File: config.mk
export PLATFORM = sky130hd
export DESIGN_NAME = decoder_pipe_flat
export DESIGN_NICKNAME = d
export VERILOG_FILES = /design/src/rtl/decoder_pkg.sv /design/src/rtl/decoder_if.sv /design/src/rtl/decoder_skid.sv /design/src/rtl/decoder_pipe.sv /design/src/flat_wrapper.sv
export SDC_FILE = /design/constraint.sdc
export NUM_CORES = 1
export LEC_CHECK = 0
export ABC_AREA = 1
export CORE_MARGIN = 4
export CORE_UTILIZATION = 53
export CTS_CLUSTER_DIAMETER = 30
export CTS_CLUSTER_SIZE = 30
export DETAILED_ROUTE_END_ITERATION = 6
export PLACE_DENSITY_LB_ADDON = 0.08
export RECOVER_POWER = 50
export SYNTH_ARGS = -nofsm -noshare
export SYNTH_HDL_FRONTEND = slang
export SYNTH_SLANG_ARGS = --single-unit
File: constraint.sdc
create_clock -name clk -period 3.4 [get_ports clk]
set_input_delay 0.85 -clock clk [delete_from_list [all_inputs] [get_ports clk]]
set_output_delay 0.85 -clock clk [all_outputs]
set_load 0.01 [all_outputs]
File: src/rtl/decoder_pkg.sv
// Shared types and helpers for the streaming binary-to-one-hot decoder.
package decoder_pkg;

  localparam int unsigned DefaultW = 2;

  typedef enum logic [1:0] {
    StEmpty = 2'd0,
    StFull  = 2'd1,
    StSkid  = 2'd2
  } state_e;

  // Widest supported decode; callers cast the result down to 2**W bits.
  function automatic logic [63:0] onehot_of(input logic [5:0] code);
    return 64'd1 << code;
  endfunction

endpackage

File: src/rtl/decoder_if.sv
// Valid/ready input (code) and output (one-hot) streams; in_par exists only with DECODER_PARITY_EN.
interface decoder_if import decoder_pkg::*; #(
  parameter int unsigned W = DefaultW
) ();

  logic                in_valid;
  logic                in_ready;
  logic [W-1:0]        in_code;
`ifdef DECODER_PARITY_EN
  logic                in_par;
`endif
  logic                out_valid;
  logic                out_ready;
  logic [(1<<W)-1:0]   out_onehot;
  logic [W-1:0]        out_code;

  modport master (
    output in_valid, in_code,
`ifdef DECODER_PARITY_EN
    output in_par,
`endif
    input  in_ready,
    input  out_valid, out_onehot, out_code,
    output out_ready
  );

  modport slave (
    input  in_valid, in_code,
`ifdef DECODER_PARITY_EN
    input  in_par,
`endif
    output in_ready,
    output out_valid, out_onehot, out_code,
    input  out_ready
  );

endinterface

File: src/rtl/decoder_skid.sv
// Two-register skid buffer (main drives the output, skid catches one beat under backpressure).
module decoder_skid import decoder_pkg::*; #(
  parameter int unsigned DataW = 8
) (
  input  logic             clk,
  input  logic             rst_n,
  input  logic             in_valid_i,
  output logic             in_ready_o,
  input  logic [DataW-1:0] in_data_i,
  output logic             out_valid_o,
  input  logic             out_ready_i,
  output logic [DataW-1:0] out_data_o
);

  state_e           state_q, state_d;
  logic [DataW-1:0] main_q, main_d;
  logic [DataW-1:0] skid_q, skid_d;
  logic             in_ready_q, in_ready_d;
  logic             acc, tx;

  assign acc         = in_valid_i && in_ready_q;
  assign tx          = (state_q != StEmpty) && out_ready_i;
  assign in_ready_o  = in_ready_q;
  assign out_valid_o = (state_q != StEmpty);
  assign out_data_o  = main_q;

  always_comb begin
    state_d = state_q;
    main_d  = main_q;
    skid_d  = skid_q;
    unique case (state_q)
      StEmpty: begin
        if (acc) begin
          main_d  = in_data_i;
          state_d = StFull;
        end
      end
      StFull: begin
        if (acc && !tx) begin
          skid_d  = in_data_i;
          state_d = StSkid;
        end else if (tx && !acc) begin
          state_d = StEmpty;
        end else if (acc && tx) begin
          main_d = in_data_i;
        end
      end
      StSkid: begin
        if (tx) begin
          main_d  = skid_q;
          state_d = StFull;
        end
      end
      default: state_d = StEmpty;
    endcase
    // Registered ready: derived from where the buffer will be after this edge.
    in_ready_d = (state_d != StSkid);
  end

  always_ff @(posedge clk) begin
    if (!rst_n) begin
      state_q    <= StEmpty;
      main_q     <= '0;
      skid_q     <= '0;
      in_ready_q <= 1'b0;
    end else begin
      state_q    <= state_d;
      main_q     <= main_d;
      skid_q     <= skid_d;
      in_ready_q <= in_ready_d;
    end
  end

endmodule

File: src/rtl/decoder_pipe.sv
// Streaming W-bit code to 2**W one-hot decoder with skid buffering and a transfer counter.
// Optional input parity check enabled by DECODER_PARITY_EN.
module decoder_pipe import decoder_pkg::*; #(
  parameter int unsigned W     = DefaultW,
  parameter int unsigned CNT_W = 16
) (
  input  logic             clk,
  input  logic             rst_n,
  decoder_if.slave         bus,
  output logic             err,
  output logic [CNT_W-1:0] xfer_cnt
);

  localparam int unsigned OW    = 1 << W;
  localparam int unsigned DataW = W + OW;

  logic [OW-1:0]    onehot;
  logic [DataW-1:0] skid_in, skid_out;
  logic             skid_valid, skid_ready, out_valid;
  logic [CNT_W-1:0] cnt_q, cnt_d;

  assign onehot  = OW'(onehot_of(6'(bus.in_code)));
  assign skid_in = {bus.in_code, onehot};

`ifdef DECODER_PARITY_EN
  logic par_ok, err_q, err_d;

  // Bad-parity beats complete the handshake but never reach the buffer.
  assign par_ok     = ~^{bus.in_code, bus.in_par};
  assign skid_valid = bus.in_valid && par_ok;
  assign err_d      = bus.in_valid && skid_ready && !par_ok;
  assign err        = err_q;

  always_ff @(posedge clk) begin
    if (!rst_n) err_q <= 1'b0;
    else        err_q <= err_d;
  end
`else
  assign skid_valid = bus.in_valid;
  assign err        = 1'b0;
`endif

  decoder_skid #(
    .DataW (DataW)
  ) u_skid (
    .clk         (clk),
    .rst_n       (rst_n),
    .in_valid_i  (skid_valid),
    .in_ready_o  (skid_ready),
    .in_data_i   (skid_in),
    .out_valid_o (out_valid),
    .out_ready_i (bus.out_ready),
    .out_data_o  (skid_out)
  );

  assign bus.in_ready   = skid_ready;
  assign bus.out_valid  = out_valid;
  assign bus.out_onehot = skid_out[OW-1:0];
  assign bus.out_code   = skid_out[OW +: W];

  always_comb begin
    cnt_d = cnt_q;
    if (out_valid && bus.out_ready) cnt_d = cnt_q + 1'b1;
  end

  always_ff @(posedge clk) begin
    if (!rst_n) cnt_q <= '0;
    else        cnt_q <= cnt_d;
  end

  assign xfer_cnt = cnt_q;

endmodule

File: src/flat_wrapper.sv
// flat-port wrapper written by rule: the top's interface ports become plain ports
module decoder_pipe_flat import decoder_pkg::*;
#(
  parameter int unsigned W     = DefaultW,
  parameter int unsigned CNT_W = 16
)
  (clk, rst_n, err, xfer_cnt, bus_in_valid, bus_in_code, bus_in_ready, bus_out_valid, bus_out_onehot, bus_out_code, bus_out_ready);
  decoder_if #(.W(W)) bus_i ();
  input  logic clk;
  input  logic rst_n;
  output logic err;
  output logic [CNT_W-1:0] xfer_cnt;
  input wire logic [$bits(bus_i.in_valid)-1:0] bus_in_valid;
  input wire logic [$bits(bus_i.in_code)-1:0] bus_in_code;
  output wire logic [$bits(bus_i.in_ready)-1:0] bus_in_ready;
  output wire logic [$bits(bus_i.out_valid)-1:0] bus_out_valid;
  output wire logic [$bits(bus_i.out_onehot)-1:0] bus_out_onehot;
  output wire logic [$bits(bus_i.out_code)-1:0] bus_out_code;
  input wire logic [$bits(bus_i.out_ready)-1:0] bus_out_ready;
  assign bus_i.in_valid = bus_in_valid;
  assign bus_i.in_code = bus_in_code;
  assign bus_in_ready = bus_i.in_ready;
  assign bus_out_valid = bus_i.out_valid;
  assign bus_out_onehot = bus_i.out_onehot;
  assign bus_out_code = bus_i.out_code;
  assign bus_i.out_ready = bus_out_ready;
  decoder_pipe #(.W(W), .CNT_W(CNT_W)) u_core (.clk(clk), .rst_n(rst_n), .bus(bus_i), .err(err), .xfer_cnt(xfer_cnt));
endmodule
=== Word level (Yosys, flattened, before mapping) ===
Cells that the tools add are included.

* Muxes and demuxes: 11
* Reduce and logical (&&, ||, !) cells: 12
* Add/subtract/negate cells: 1
* Equality and inequality tests: 8
* Shift operators: 1

{| class="wikitable"
|+ Operators by type and width
! operator !! count
|-
| $mux W6 || 5
|-
| $pmux W6 S3 || 1
|-
| $add A16 B1 Y16 const B || 1
|-
| $ne A2 B2 Y1 const B || 6
|-
| $mux W2 || 4
|-
| $pmux W2 S3 || 1
|-
| $reduce_and A6 Y1 || 1
|-
| $logic_and A1 B1 Y1 || 5
|-
| $shl A1 B2 Y4 const A || 1
|-
| $reduce_bool A3 Y1 || 1
|-
| $eq A2 B1 Y1 const B || 1
|-
| $eq A2 B2 Y1 const B || 1
|-
| $logic_not A1 Y1 || 2
|-
| $logic_not A2 Y1 || 1
|-
| $reduce_and A2 Y1 || 1
|-
| $reduce_bool A2 Y1 || 1
|}

* Output and inout port bits: 25
* Flip-flop bits (word level): 31
* Input port bits: 6
* Word-level logic and storage cells: 38

=== Longest topological paths before layout ===
* Depth in word-level cells: 7
* Gate-level depth with buffers: 8
* Depth with buffers taken out: 8

=== By module ===
From an unflattened synthesis, not the netlist that was laid out.

* Cells, all modules: 243
* Area total of the unflattened synthesis: 1582.8 um2

{| class="wikitable"
|+ Modules (own cells, without submodules)
! module !! area each (um2) !! instances !! seq. area each (um2) !! cells an instance
|-
| decoder_pipe || 883.3 || 1 || 320.3 || 139
|-
| decoder_skid || 699.4 || 1 || 300.3 || 104
|}

=== Worst setup path before layout ===
OpenSTA, ideal clock, no wires.

* Path type: input port to flip-flop
* Start: input bus_in_valid
* End: register u_core.u_skid.main_q[0] (netlist: u_core.u_skid.out_data_o[0])
* Path buffers: 0
* Stages on the path: 7
* Slack: 1.815 ns
* Setup time: 0.116 ns
* Data arrival time: 1.469 ns
* Required time: 3.284 ns
* Path through: nand2_1 > nor2_1 > nor2_1 > nor2_2 > inv_2 > nor2_1 > nor2_1

* Cells in the longest elaborated chain, start to end: 5
* Elaborated cells between the ends (all ways): 10
* Those cells by class: 4 x eq/ne; 6 x reduce/logical

{| class="wikitable"
|+ Ends and longest elaborated chain
! item !! line !! source
|-
| from (decl) || flat_wrapper.sv:13 || <nowiki>input wire logic [$bits(bus_i.in_valid)-1:0] bus_in_valid;</nowiki>
|-
| $logic_and A1 B1 Y1 * || decoder_skid.sv:21 || <nowiki>assign acc = in_valid_i && in_ready_q;</nowiki>
|-
| $logic_not A1 Y1 || decoder_skid.sv:42 || <nowiki>end else if (tx && !acc) begin</nowiki>
|-
| $logic_and A1 B1 Y1 || decoder_skid.sv:42 ||
|-
| $ne A2 B2 Y1 (no line) || -- ||
|-
| $reduce_and A6 Y1 (no line) * || -- ||
|-
| to (signal assigned) || decoder_skid.sv:68 || <nowiki>main_q <= main_d;</nowiki>
|-
| to (decl) || decoder_skid.sv:16 || <nowiki>logic [DataW-1:0] main_q, main_d;</nowiki>
|}

Mark *: on every way between the ends. The rest lies on a longest branch, timed or not.
A chain may end at the register's enable or synchronous reset.

=== Final worst setup path ===
* Start: register u_core.u_skid.state_q[0]
* End: output bus_out_valid

* Cells in the longest elaborated chain, start to end: 1

{| class="wikitable"
|+ Ends and longest elaborated chain
! item !! line !! source
|-
| from (decl) || decoder_skid.sv:15 || <nowiki>state_e state_q, state_d;</nowiki>
|-
| from (signal assigned) || decoder_skid.sv:62 || <nowiki>state_q <= StEmpty;</nowiki>
|-
| from (signal assigned) || decoder_skid.sv:67 || <nowiki>state_q <= state_d;</nowiki>
|-
| $reduce_bool A2 Y1 || decoder_skid.sv:24 || <nowiki>assign out_valid_o = (state_q != StEmpty);</nowiki>
|-
| to (decl) || flat_wrapper.sv:16 || <nowiki>output wire logic [$bits(bus_i.out_valid)-1:0] bus_out_valid;</nowiki>
|}

No other way between the ends.

==> flow_metrics.py <==
metrics = {
    "sta": {
        "hold_viol_final": 0,
        "fin_crit_ns": 2.294,
        "slew_headroom_pct": 59.54,
        "setup_viol": 0,
        "tightest_slew_ns": 0.6069,
        "fmax_mhz": 436.0,
        "whs_ns": 0.4606,
        "grt_setup_unrepaired": "false",
        "slew_violations": 0,
        "period_share_pct": 67.46,
        "fin_skew_ns": 0.005065,
        "setup_tns_ns": 0,
    },
    "routing": {
        "drc": 0,
        "finalWirelength_um": 3256,
        "wire_per_inst_um": 11.93,
        "detail_route.first_pass.iterations": 5,
        "ant_nets": 0,
        "vias_per_cell": 5.117,
        "num_vias": 1397,
        "dr.first_iter.drc_count": 87,
    },
    "synth": {
        "ys_ff_latch": 31,
        "syn_nets": 215,
        "ys_seq_area_share_pct": 43.02,
        "synthCells": 208,
        "netlist-cell-type-count": 25,
        "synthesis.area_um2": 1443,
        "ys.warnings.count": 0,
        "syn-mean-instance-area_um2": 6.936,
    },
    "final_layout": {
        "layout_common_cells": "nor2_1, nand2_1, dfxtp_1",
        "antenna_cells": 0,
        "final_common_cell": "nor2_1",
        "fin_nets": 249,
        "fillers": 213,
        "area_growth_syn_to_layout_pct": 26.45,
        "final_layout_size_suffix_gt1_share_pct": 6.584,
    },
    "setup_path": {
        "end_kind": "output port",
        "reg2regPathDepth": 7,
        "worst_setup_path_start_kind": "flip-flop",
        "r2r_end": "u_core.u_skid.out_data_o[4]$_SDFFE_PN0P_",
        "timing.rr.start": "u_core.u_skid.state_q[1]$_SDFF_PN0_",
        "crit_type": "flip-flop to output port",
        "reg2reg_slack_ns": 1.84,
        "cp.arrival_ns": 1.44,
        "required_ns": 2.55,
        "cp_max_fo": 4,
    },
    "die": {
        "rows": 18,
        "fp.coreArea_um2": 2545,
        "ioPinCount": 31,
        "initial_core_util_pct": 56.69,
        "die_h_um": 60.17,
        "die-area_um2": 3620,
        "chipWidth_um": 60.17,
    },
    "place": {
        "place_congestion": 0.8383,
        "dpl.hpwl_um": 2431,
        "port_buffers": 29,
    },
    "power": {
        "powerDensity_nw_per_um2": 378.3,
        "finalPower_w": 0.0006900,
        "ir_drop_mv": 0.3446,
        "p_leak_nw": 0.7026,
    },
    "min_path": {
        "hold_end": "u_core.u_skid.skid_q[2]$_SDFFE_PN0P_",
        "hold_class": "flip-flop to flip-flop",
        "hp-start": "u_core.u_skid.skid_q[2]$_SDFFE_PN0P_",
        "whs_path_depth": 2,
    },
    "clocking": {
        "cts_setup_buffers": 0,
        "postCtsHoldBufs": 0,
        "cts_max_level": 2,
        "ctsResizeCount": 0,
        "cts_tree": "yes",
        "path_clk_slew_ns": 0.09,
        "clk_latency_ns": 0.33,
        "cts_buffers": 5,
        "clkSinkCount": 31,
        "clockBufferDepth": 2,
        "cts-root-buf": "clkbuf_4",
    },
    "global_route": {
        "first_global_vias": 1333,
        "overflow": 0,
        "grt_pass1_wl_um": 5430,
        "groute.usage.overall_pct": 20.07,
        "antenna_found_initial": 0,
        "grt_max_degree": 15,
    },
    "flow_run": {
        "maxCapViolCount": 0,
    },
    "outcome": {
        "status": "finished, final reports clean",
    },
}
[per-stage QoR]
stage                     util (%)  setup slack (ns)  cell area (um2)  cells
after floorplan                  -             1.815             1443    208
after global placement       69.22             1.167             1762    265
after detailed placement     69.22             1.142             1762    265
after CTS                    71.93             1.085             1831    273
after global routing         71.68             1.025             1824    273
final                        71.68             1.106             1824    273
[kinds of logic (layout without fill, tap and decap cells)]
logic type      after synthesis  after routing  synth area share (%)
flops                        31             31                 43.02
compound gates               39             39                 13.88
fa+ha+maj                     1              1                0.8672
buf+inv                      33             68                 8.933
xor+xnor                      1              1                0.6072
other cells                   1              1                0.2599
simple gates                102            102                 32.44
[how the worst max path moves through the flow]
stage	startpoint	to	slack, ns	cells after the start
2_1_floorplan	bus_in_valid	u_core.u_skid.out_data_o[0]$_SDFFE_PN0P_	1.82	7
3_3_place_gp	bus_out_ready	u_core.xfer_cnt[13]$_SDFFE_PN0P_	1.17	8
3_5_place_dp	bus_out_ready	u_core.xfer_cnt[13]$_SDFFE_PN0P_	1.14	8
4_1_cts	u_core.u_skid.state_q[0]$_SDFF_PN0_	bus_out_valid	1.08	3
5_1_grt	u_core.u_skid.state_q[0]$_SDFF_PN0_	bus_out_valid	1.03	3
6_report	u_core.u_skid.state_q[0]$_SDFF_PN0_	bus_out_valid	1.11	3
[cell usage after synthesis]
library cell | number | area [um2]
nor2_1 | 43 | 161.4
nor3b_1 | 2 | 15.01
nand4_1 | 2 | 12.51
xor2_1 | 1 | 8.760
conb_1 | 1 | 3.750
o31ai_1 | 1 | 7.510
a21oi_1 | 14 | 70.07
nor2_4 | 3 | 33.78
a211oi_1 | 1 | 7.510
nand3_1 | 9 | 45.04
inv_1 | 27 | 101.4
nor2_2 | 2 | 12.51
o21ai_1 | 1 | 5.000
nor3_1 | 5 | 25.02
nand3_4 | 1 | 17.52
o21ai_0 | 22 | 110.1
dfxtp_1 | 31 | 620.6
buf_4 | 1 | 7.510
buf_2 | 1 | 5.000
nand2_1 | 33 | 123.9
nand2_4 | 1 | 11.26
inv_2 | 3 | 11.26
ha_1 | 1 | 12.51
nand3_2 | 1 | 10.01
clkbuf_1 | 1 | 3.750
[report_power, final]
part	internal (W)	switching [W]	total, W
logic	0.0000281	0.0000358	0.0000639
registers	0.000372	0.00000584	0.000378
clock network	0.000122	0.000127	0.000248
total	0.000522	0.000168	0.000690
[registers in the layout, summed over array words and instances, names as in the netlist]
register,count
u_core.xfer_cnt,16
u_core.u_skid.out_data_o,6
u_core.u_skid.skid_q,6
u_core.u_skid.state_q,2
u_core.u_skid.in_ready_o,1
[area by class of cell]
type	instances	area [um2]	area share [%]
well taps	30	37.54	2.058
multi-input cells	144	690.7	37.86
flip-flops and latches	31	620.6	34.02
inverters	30	112.6	6.173
repair buffers	30	294.0	16.12
clock buffers	8	68.82	3.772
[critical path, cell delays in order, from the launching register on]
cell,delay (ns)
dfxtp_1,0.44
inv_2,0.07
nand2_4,0.07
clkdlybuf4s50_1,0.53
[layer usage]
metal | up-vias | global-route usage, % | share of wire, %
li1 | 729 | - | -
met3 | 8 | 5.832 | 6.0
met1 | 617 | 24.15 | 47
met5 | - | 0 | 0
met4 | 0 | 11.08 | 2.0
met2 | 43 | 31.79 | 45
Note: power is estimated with default switching activity, not from simulation.
